<file path="src/rtl/rf_wb_arbiter_pkg.sv">
// Shared core constants for the writeback path: default datapath/register-file
// sizing and the encoding used to remember which requester was granted last.
package rf_wb_arbiter_pkg;

    localparam int XLEN       = 32;
    localparam int NREG       = 32;
    localparam int REG_ADDR_W = $clog2(NREG);

    typedef enum logic {
        GNT_ALU = 1'b0,
        GNT_MEM = 1'b1
    } gnt_e;

    // Bit positions of each requester inside the arbiter req/gnt vectors.
    localparam int REQ_ALU = 0;
    localparam int REQ_MEM = 1;

endpackage

</file>
<file path="src/rtl/rf_wb_arbiter_rr.sv">
// Two-way round-robin arbiter: a lone requester wins immediately, a tie goes to
// whichever requester was not granted most recently.
module rr_arb2
    import rf_wb_arbiter_pkg::*;
(
    input  logic       clk,
    input  logic       reset,
    input  logic [1:0] req,
    output logic [1:0] gnt
);

    gnt_e last_grant_q;
    gnt_e last_grant_d;

    // NOTE: every always_comb output gets a default first so no path leaves it unassigned (no latch).
    always_comb begin
        gnt = 2'b00;
        if (!reset) begin
            case (req)
                2'b01:   gnt = 2'b01;
                2'b10:   gnt = 2'b10;
                2'b11:   gnt = (last_grant_q == GNT_ALU) ? 2'b10 : 2'b01;
                default: gnt = 2'b00;
            endcase
        end
    end

    always_comb begin
        last_grant_d = last_grant_q;
        if (gnt[REQ_MEM]) begin
            last_grant_d = GNT_MEM;
        end else if (gnt[REQ_ALU]) begin
            last_grant_d = GNT_ALU;
        end
    end

    // NOTE: state flops use non-blocking assignments so all registers update together at the edge.
    always_ff @(posedge clk) begin
        if (reset) begin
            last_grant_q <= GNT_MEM;
        end else begin
            last_grant_q <= last_grant_d;
        end
    end

endmodule

</file>
<file path="src/rtl/rf_wb_arbiter.sv">
// Register-file writeback arbiter: shares one write port between the ALU and
// load paths, tracks long-latency destinations pending, and filters x0 writes.
module rf_wb_arbiter #(
    parameter  int XLEN = rf_wb_arbiter_pkg::XLEN,
    parameter  int NREG = rf_wb_arbiter_pkg::NREG,
    localparam int AW   = $clog2(NREG)
) (
    input  logic            clk,
    input  logic            reset,

    input  logic            alu_valid,
    input  logic [AW-1:0]   alu_rd,
    input  logic [XLEN-1:0] alu_data,
    output logic            alu_ready,

    input  logic            mem_valid,
    input  logic [AW-1:0]   mem_rd,
    input  logic [XLEN-1:0] mem_data,
    output logic            mem_ready,

    input  logic            issue_valid,
    input  logic [AW-1:0]   issue_rd,

    input  logic [AW-1:0]   rs1_addr,
    input  logic [AW-1:0]   rs2_addr,
    output logic            rs1_busy,
    output logic            rs2_busy,

    output logic            rf_we,
    output logic [AW-1:0]   rf_waddr,
    output logic [XLEN-1:0] rf_wdata
);

    import rf_wb_arbiter_pkg::*;

    logic [1:0]      req;
    logic [1:0]      gnt;
    logic            alu_gnt;
    logic            mem_gnt;
    logic [AW-1:0]   win_rd;
    logic [XLEN-1:0] win_data;

    logic [NREG-1:0] pending_q;
    logic [NREG-1:0] pending_d;

    logic            rf_we_q,    rf_we_d;
    logic [AW-1:0]   rf_waddr_q, rf_waddr_d;
    logic [XLEN-1:0] rf_wdata_q, rf_wdata_d;

    assign req[REQ_ALU] = alu_valid;
    assign req[REQ_MEM] = mem_valid;

    rr_arb2 u_arb (
        .clk   (clk),
        .reset (reset),
        .req   (req),
        .gnt   (gnt)
    );

    assign alu_gnt   = gnt[REQ_ALU];
    assign mem_gnt   = gnt[REQ_MEM];
    assign alu_ready = alu_gnt;
    assign mem_ready = mem_gnt;

    assign win_rd   = mem_gnt ? mem_rd   : alu_rd;
    assign win_data = mem_gnt ? mem_data : alu_data;

    // A granted write to x0 still completes the handshake but never reaches the file.
    always_comb begin
        rf_we_d    = 1'b0;
        rf_waddr_d = rf_waddr_q;
        rf_wdata_d = rf_wdata_q;
        if ((alu_gnt || mem_gnt) && (win_rd != '0)) begin
            rf_we_d    = 1'b1;
            rf_waddr_d = win_rd;
            rf_wdata_d = win_data;
        end
    end

    // Set is applied after clear so a newly issued op keeps ownership of its register.
    always_comb begin
        pending_d = pending_q;
        if (mem_gnt) begin
            pending_d[mem_rd] = 1'b0;
        end
        if (issue_valid && (issue_rd != '0)) begin
            pending_d[issue_rd] = 1'b1;
        end
        pending_d[0] = 1'b0;
    end

    always_ff @(posedge clk) begin
        if (reset) begin
            pending_q  <= '0;
            rf_we_q    <= 1'b0;
            rf_waddr_q <= '0;
            rf_wdata_q <= '0;
        end else begin
            pending_q  <= pending_d;
            rf_we_q    <= rf_we_d;
            rf_waddr_q <= rf_waddr_d;
            rf_wdata_q <= rf_wdata_d;
        end
    end

    // Masking with reset drops a write that was in flight when reset arrived.
    assign rf_we    = rf_we_q & ~reset;
    assign rf_waddr = rf_waddr_q;
    assign rf_wdata = rf_wdata_q;

    assign rs1_busy = pending_q[rs1_addr];
    assign rs2_busy = pending_q[rs2_addr];

endmodule
</file>
<file path="config.mk">
export PLATFORM = sky130hd
export DESIGN_NAME = rf_wb_arbiter
export DESIGN_NICKNAME = d
export VERILOG_FILES = /design/src/rtl/rf_wb_arbiter_pkg.sv /design/src/rtl/rf_wb_arbiter_rr.sv /design/src/rtl/rf_wb_arbiter.sv
export SDC_FILE = /design/constraint.sdc
export NUM_CORES = 1
export LEC_CHECK = 0
export ABC_AREA = 1
export ABC_CLOCK_PERIOD_IN_PS = 1900
export CORE_AREA = 2 2 96 98
export DETAILED_ROUTE_END_ITERATION = 8
export DIE_AREA = 0 0 98 100
export GPL_TIMING_DRIVEN = 0
export HOLD_SLACK_MARGIN = 0.08
export PLACE_DENSITY = 0.8
export SETUP_SLACK_MARGIN = 0.2
export SKIP_LAST_GASP = 1
export SYNTH_ARGS = -nofsm -noshare
export SYNTH_HDL_FRONTEND = slang
export SYNTH_HIERARCHICAL = 1
export SYNTH_SLANG_ARGS = --single-unit
</file>
<file path="constraint.sdc">
create_clock -name clk -period 1.9 [get_ports clk]
set_clock_uncertainty 0.1 [all_clocks]
set_input_delay 0.38 -clock clk [delete_from_list [all_inputs] [get_ports clk]]
set_output_delay 0.38 -clock clk [all_outputs]
set_load 0.05 [all_outputs]
</file>
==> flow_summary.json, run 1 <==
{
  "async_flop_share_pct": 0,
  "pin_count": 136,
  "power_density_mw_per_mm2": 633.7,
  "critPathCaptureType": "flip-flop",
  "finalCriticalPeriod_ns": 1.919,
  "drt-initial-drc-count": 272,
  "cp_max_fo": 7,
  "crit_path_cell_trace": "dlygate4sd2_1 > a21oi_4 > buf_6 > inv_8 > nand2_4 > nand2_4 > nor2_4 > nand3_4 > buf_6 > bufbuf_16 > nand3_1 > nand2_1 > nor2_1",
  "seq_power_share_pct": 38.8,
  "path_clk_slew_ns": 0.07,
  "place_hpwl_um": 10070,
  "final_core_util_pct": 74.55,
  "coreArea_mm2": 0.008890,
  "synth_top_cell_by_area": "dfxtp_1",
  "die_x_um": 98,
  "ys_top_cells_by_count": "nand2_1 (167), nand3_1 (98), dfxtp_1 (70)",
  "gr-usage-all-layers_pct": 28.55,
  "synth.yosys.seq_area_share_pct": 35.36,
  "setup_ws_ns": -0.01887,
  "worstPathRequired_ns": 2.08,
  "insertion_delay_ns": 0.35,
  "slew_headroom_pct": 60.18,
  "gp_congestion": 0.9218,
  "synth.area.top_cells": "dfxtp_1 (35%), nand2_1 (16%), nand3_1 (12%)",
  "critPathLaunchType": "input pin",
  "p_int_uw": 2714,
  "yosysMostFrequentCell": "nand2_1",
  "grt_pass1_wl_um": 22700,
  "antennaDiodeCount": 0,
  "hold-worst-slack_ns": 0.2631,
  "synth-edff-count": 0,
  "ant_nets": 0,
  "vias": 4987,
  "overflow": 0,
  "tightest_slew_ns": 0.5941,
  "dpl.cell_count": 833,
  "drive_gt1_share_pct": 35.85,
  "cts_buffers": 9,
  "nFillCells": 590,
  "avgSynthCellArea_um2": 6.705,
  "cts_tree": "built",
  "outcome": "finished with violations",
  "hp-class": "in2reg",
  "arrival_ns": 2.10,
  "numClockSinks": 70,
  "netlist_area_mm2": 0.003963,
  "die_h_um": 100,
  "final-hold-violation-count": 0,
  "switching_power_uw": 1486,
  "fin_tns_setup_ns": -0.02084,
  "violations": "setup timing",
  "holdBufCountCts": 0,
  "cts-htree-levels": 3,
  "yosys.cell_types.count": 21,
  "swShare_pct": 35.39,
  "antenna_found_initial": 0,
  "syn_nets": 685,
  "nNetsFinal": 847,
  "wl_per_cell_um": 18.04,
  "clkPwrFrac_pct": 26.6,
  "rsz0062_at_grt": "yes",
  "wl_um": 15640,
  "syn_inst": 591,
  "port_buffers": 131,
  "drc": 0,
  "synth_warnings": 6,
  "avgViaCountPerCell": 5.752,
  "max_stage_delay_ns": 0.28,
  "peakVddDrop_mv": 0.4425,
  "fin_cells": 867,
  "setup_viol": 2,
  "timing.final.max_slew_violations": 0,
  "dr.pass1.iters": 5,
  "drv_cap": 0,
  "power_frac_comb_pct": 34.6,
  "critPathSlowestCell": "dlygate4sd2_1",
  "yosysTopAreaCellShare_pct": 35.36,
  "first_global_vias": 4872,
  "cts_root_buffer": "clkbuf_8",
  "grt_max_degree": 11,
  "row_count": 35,
  "timing.fmax_mhz": 521.1,
  "synth_ff_type": "dfxtp_1",
  "ys_seq_elements": 70,
  "leakagePower_uw": 0.002653,
  "worstSetupPathType": "in2reg",
  "area_delta_synth_final_pct": 67.26,
  "cts_buffer_depth": 2,
  "initial_core_util_pct": 44.57,
  "die_area_mm2": 0.009800,
  "fin_crit_sh_pct": 101.0
}
[timing repair]
item | 4_1_cts | 5_1_grt
gates resized for setup | 255 | 111
cloned | 7 | 1
pin swaps | 22 | 43
endpoints found under the setup margin | 111 | 72
buffers inserted | 8 | 4
[stage by stage]
stage          worst slack, ns  total power [uW]  instance area [um^2]
5_1_grt               -0.09059              4342                  6628
2_1_floorplan          -0.1318              2384                  4119
3_5_place_dp            -1.342              2870                  5569
3_3_place_gp            -1.340              2848                  5569
6_report              -0.01887              4200                  6628
4_1_cts                0.05734              4026                  6282
[placed cells by master (no fill, tap or decap), types with 3 or more instances in the layout]
cell               n
nand2_1          137
clkdlybuf4s50_1   82
nand3_1           66
dfxtp_1           40
a21oi_2           34
a21oi_1           32
mux2i_1           31
nand3_2           30
o21ai_0           29
nor2_1            29
dfxtp_2           29
buf_6             25
clkdlybuf4s15_2   25
nand2_2           21
inv_1             20
clkbuf_8          17
clkbuf_2          13
nand2_4           11
buf_4             10
inv_2              7
nor3_2             6
clkbuf_1           6
buf_8              6
nor2_2             5
nor2_4             4
nor3_4             3
nor3_1             3
o21ai_1            3
nand3_4            3
a21oi_4            3
clkdlybuf4s15_1    3
[cells by family (layout without fill, tap and decap cells)]
| group | Yosys count | count (layout) | share of synthesized area, % |
|---|---|---|---|
| and+or+nand+nor | 320 | 320 | 34.26 |
| AOI/OAI and AO/OA | 101 | 101 | 13.70 |
| DFF | 70 | 70 | 35.36 |
| buffers and inverters | 68 | 233 | 8.588 |
| muxes | 32 | 32 | 8.083 |
[sequential cells by signal (all words and copies together), names as in the netlist]
signal	cells
rf_waddr	5
rf_wdata	32
u_arb/last_grant_q	1
rf_we_q	1
pending_q	31
[metal layers]
layer	vias to the layer above	share of wire, %	global-route usage (%)
li1	2298	-	-
met1	2326	35	30.18
met2	310	53	53.64
met3	53	8.5	6.685
met4	0	3.0	13.14
met5	-	0	0
[layout make-up]
type / count / area [um^2] / share of cell area [%]
Multi-Input combinational cell: 453 / 2779 / 41.93
Timing Repair Buffer: 151 / 1534 / 23.15
Sequential cell: 70 / 1441 / 21.75
Buffer: 35 / 397.9 / 6.003
Clock buffer: 13 / 168.9 / 2.549
Inverter: 33 / 162.7 / 2.454
Tap cell: 111 / 138.9 / 2.096
Clock inverter: 1 / 5.005 / 0.07551
[final timing paths]
check                       endpoint  cells after the start          startpoint  slack, ns
setup / recovery        rf_wdata[28]                     13           alu_valid      -0.02
hold / removal    u_arb/last_grant_q                      3               reset       0.26
setup reg to reg        rf_wdata[28]                     12  u_arb/last_grant_q      -0.01
hold reg to reg         pending_q[7]                      2        pending_q[7]       0.38
[power groups by stage]
stage | Sequential (uW) | Combinational [uW] | Clock [uW]
2_1_floorplan | 1890 | 493 | 0
3_3_place_gp | 1640 | 1210 | 0
3_5_place_dp | 1640 | 1230 | 0
4_1_cts | 1620 | 1320 | 1090
5_1_grt | 1630 | 1530 | 1180
6_report | 1630 | 1450 | 1120
[worst max-delay path: cells and delay by family]
family / cells / cell delay (ns)
AO/OA/AOI/OAI: 1 / 0.17
AND/OR/NAND/NOR: 7 / 0.63
buffers and inverters: 5 / 0.91
Power figures use the tool's default switching activity.
==> run 2, diff against run 1 <==
--- a/config.mk
+++ b/config.mk
@@ -14,7 +14,6 @@
 export HOLD_SLACK_MARGIN = 0.08
 export PLACE_DENSITY = 0.8
 export SETUP_SLACK_MARGIN = 0.2
-export SKIP_LAST_GASP = 1
 export SYNTH_ARGS = -nofsm -noshare
 export SYNTH_HDL_FRONTEND = slang
 export SYNTH_HIERARCHICAL = 1
==> flow_summary.json, run 2 (synthesis results as in run 1) <==
{
  "outcome": "finished with violations",
  "violations": "setup timing",
  "grt_pass1_wl_um": 22700,
  "cts_root_buffer": "clkbuf_8",
  "place_hpwl_um": 10070,
  "drv_cap": 0,
  "cts_buffer_depth": 2,
  "hp-start": "reset",
  "setup_viol": 1,
  "gr-usage-all-layers_pct": 28.55,
  "drive_gt1_share_pct": 36.64,
  "crit_start": "rs2_addr[2]",
  "setup_ws_ns": -0.02630,
  "worstPathRequired_ns": 1.42,
  "tightest_slew_ns": 0.5773,
  "hold-worst-slack_ns": 0.2625,
  "port_buffers": 131,
  "path_clk_slew_ns": 0.07,
  "grt_max_degree": 11,
  "timing.rr.start": "u_arb/last_grant_q",
  "cts-htree-levels": 3,
  "power_density_mw_per_mm2": 633.9,
  "row_count": 35,
  "critPathCaptureType": "primary output",
  "rsz0062_at_grt": "yes",
  "vias": 5027,
  "wl_per_cell_um": 18.28,
  "overflow": 0,
  "layout_common_cells": "nand2_1 (135), clkdlybuf4s50_1 (82), nand3_1 (64), dfxtp_1 (40), a21oi_2 (34)",
  "antennaDiodeCount": 0,
  "nNetsFinal": 847,
  "timing.fmax_mhz": 519.1,
  "die_h_um": 100,
  "largest_register_ffs": 32,
  "cp_max_fo": 5,
  "p_total_uw": 4216,
  "die_area_mm2": 0.009800,
  "gp_congestion": 0.9218,
  "holdBufCountCts": 0,
  "drt-initial-drc-count": 242,
  "antenna_found_initial": 0,
  "fin_crit_sh_pct": 101.4,
  "peakVddDrop_mv": 0.4241,
  "finalCriticalPeriod_ns": 1.926,
  "insertion_delay_ns": 0.35,
  "critPathLaunchType": "input pin",
  "numClockSinks": 70,
  "arrival_ns": 1.45,
  "drc": 0,
  "final-hold-violation-count": 0,
  "timing.final.max_slew_violations": 0,
  "cts_buffers": 9,
  "area_delta_synth_final_pct": 67.82,
  "hp-class": "in2reg",
  "die_x_um": 98,
  "slew_headroom_pct": 61.30,
  "avgViaCountPerCell": 5.798,
  "initial_core_util_pct": 44.57,
  "leakagePower_uw": 0.002648,
  "first_global_vias": 4872,
  "dr.pass1.iters": 6,
  "ant_nets": 0,
  "worstSetupPathType": "in2out",
  "coreArea_mm2": 0.008890,
  "cts_tree": "built",
  "wl_um": 15850,
  "pre_cts_ws_ns": -1.342,
  "final_common_cell": "nand2_1",
  "pin_count": 136
}
[run 2: path summary, 6_finish.rpt]
kind                                           end  slack (ns)  depth (start not counted)
worst max-delay path                      rs2_busy       -0.03                          9
worst min-delay path            u_arb/last_grant_q        0.26                          3
worst max register to register        rf_wdata[30]        0.01                          8
worst min register to register         rf_waddr[1]        0.37                          2
[run 2: report_power, final]
| part | internal, uW | switching, uW | total (uW) |
|---|---|---|---|
| logic | 593 | 870 | 1460 |
| clock network | 566 | 555 | 1120 |
| registers | 1560 | 76.4 | 1630 |
[run 2: per-stage QoR]
step / TNS [ns] / utilization (%) / instance area (um^2) / cells
3_5_place_dp: -47.29 / 62.65 / 5569 / 833
3_3_place_gp: -44.46 / 62.65 / 5569 / 833
4_1_cts: 0 / 70.67 / 6282 / 862
2_1_floorplan: -2.302 / - / 4119 / 591
5_1_grt: -0.4315 / 74.81 / 6650 / 867
6_report: -0.02630 / 74.81 / 6650 / 867
[run 2: layout make-up]
type	instances	area, um^2
sequential	70	1441
clock buffer	13	168.9
multi-input combinational	453	2806
timing repair buffer	151	1529
tap	111	138.9
buffer	35	397.9
inverter	33	162.7
fill	590	2240
clock inverter	1	5.005
[run 2: per-layer routing]
| metal | vias up | part of all wire [%] | track usage (%) |
|---|---|---|---|
| li1 | 2289 | - | - |
| met1 | 2371 | 34 | 30.18 |
| met4 | 0 | 3.3 | 13.14 |
| met3 | 59 | 8.5 | 6.685 |
| met5 | - | 0 | 0 |
| met2 | 308 | 54 | 53.64 |
[run 2: critical path, stage by stage]
cell             delay (ns)
clkdlybuf4s15_1        0.31
inv_2                  0.18
nand3_1                0.10
nand2_1                0.08
nand2_1                0.05
nand2_1                0.07
nand2_2                0.06
nand2_4                0.07
buf_8                  0.13
[run 2: timing repair]
action	4_1_cts	5_1_grt
cloned	7	1
pin swaps	22	45
resized for setup	255	119
setup buffers	8	4
endpoints found under the setup margin	111	72
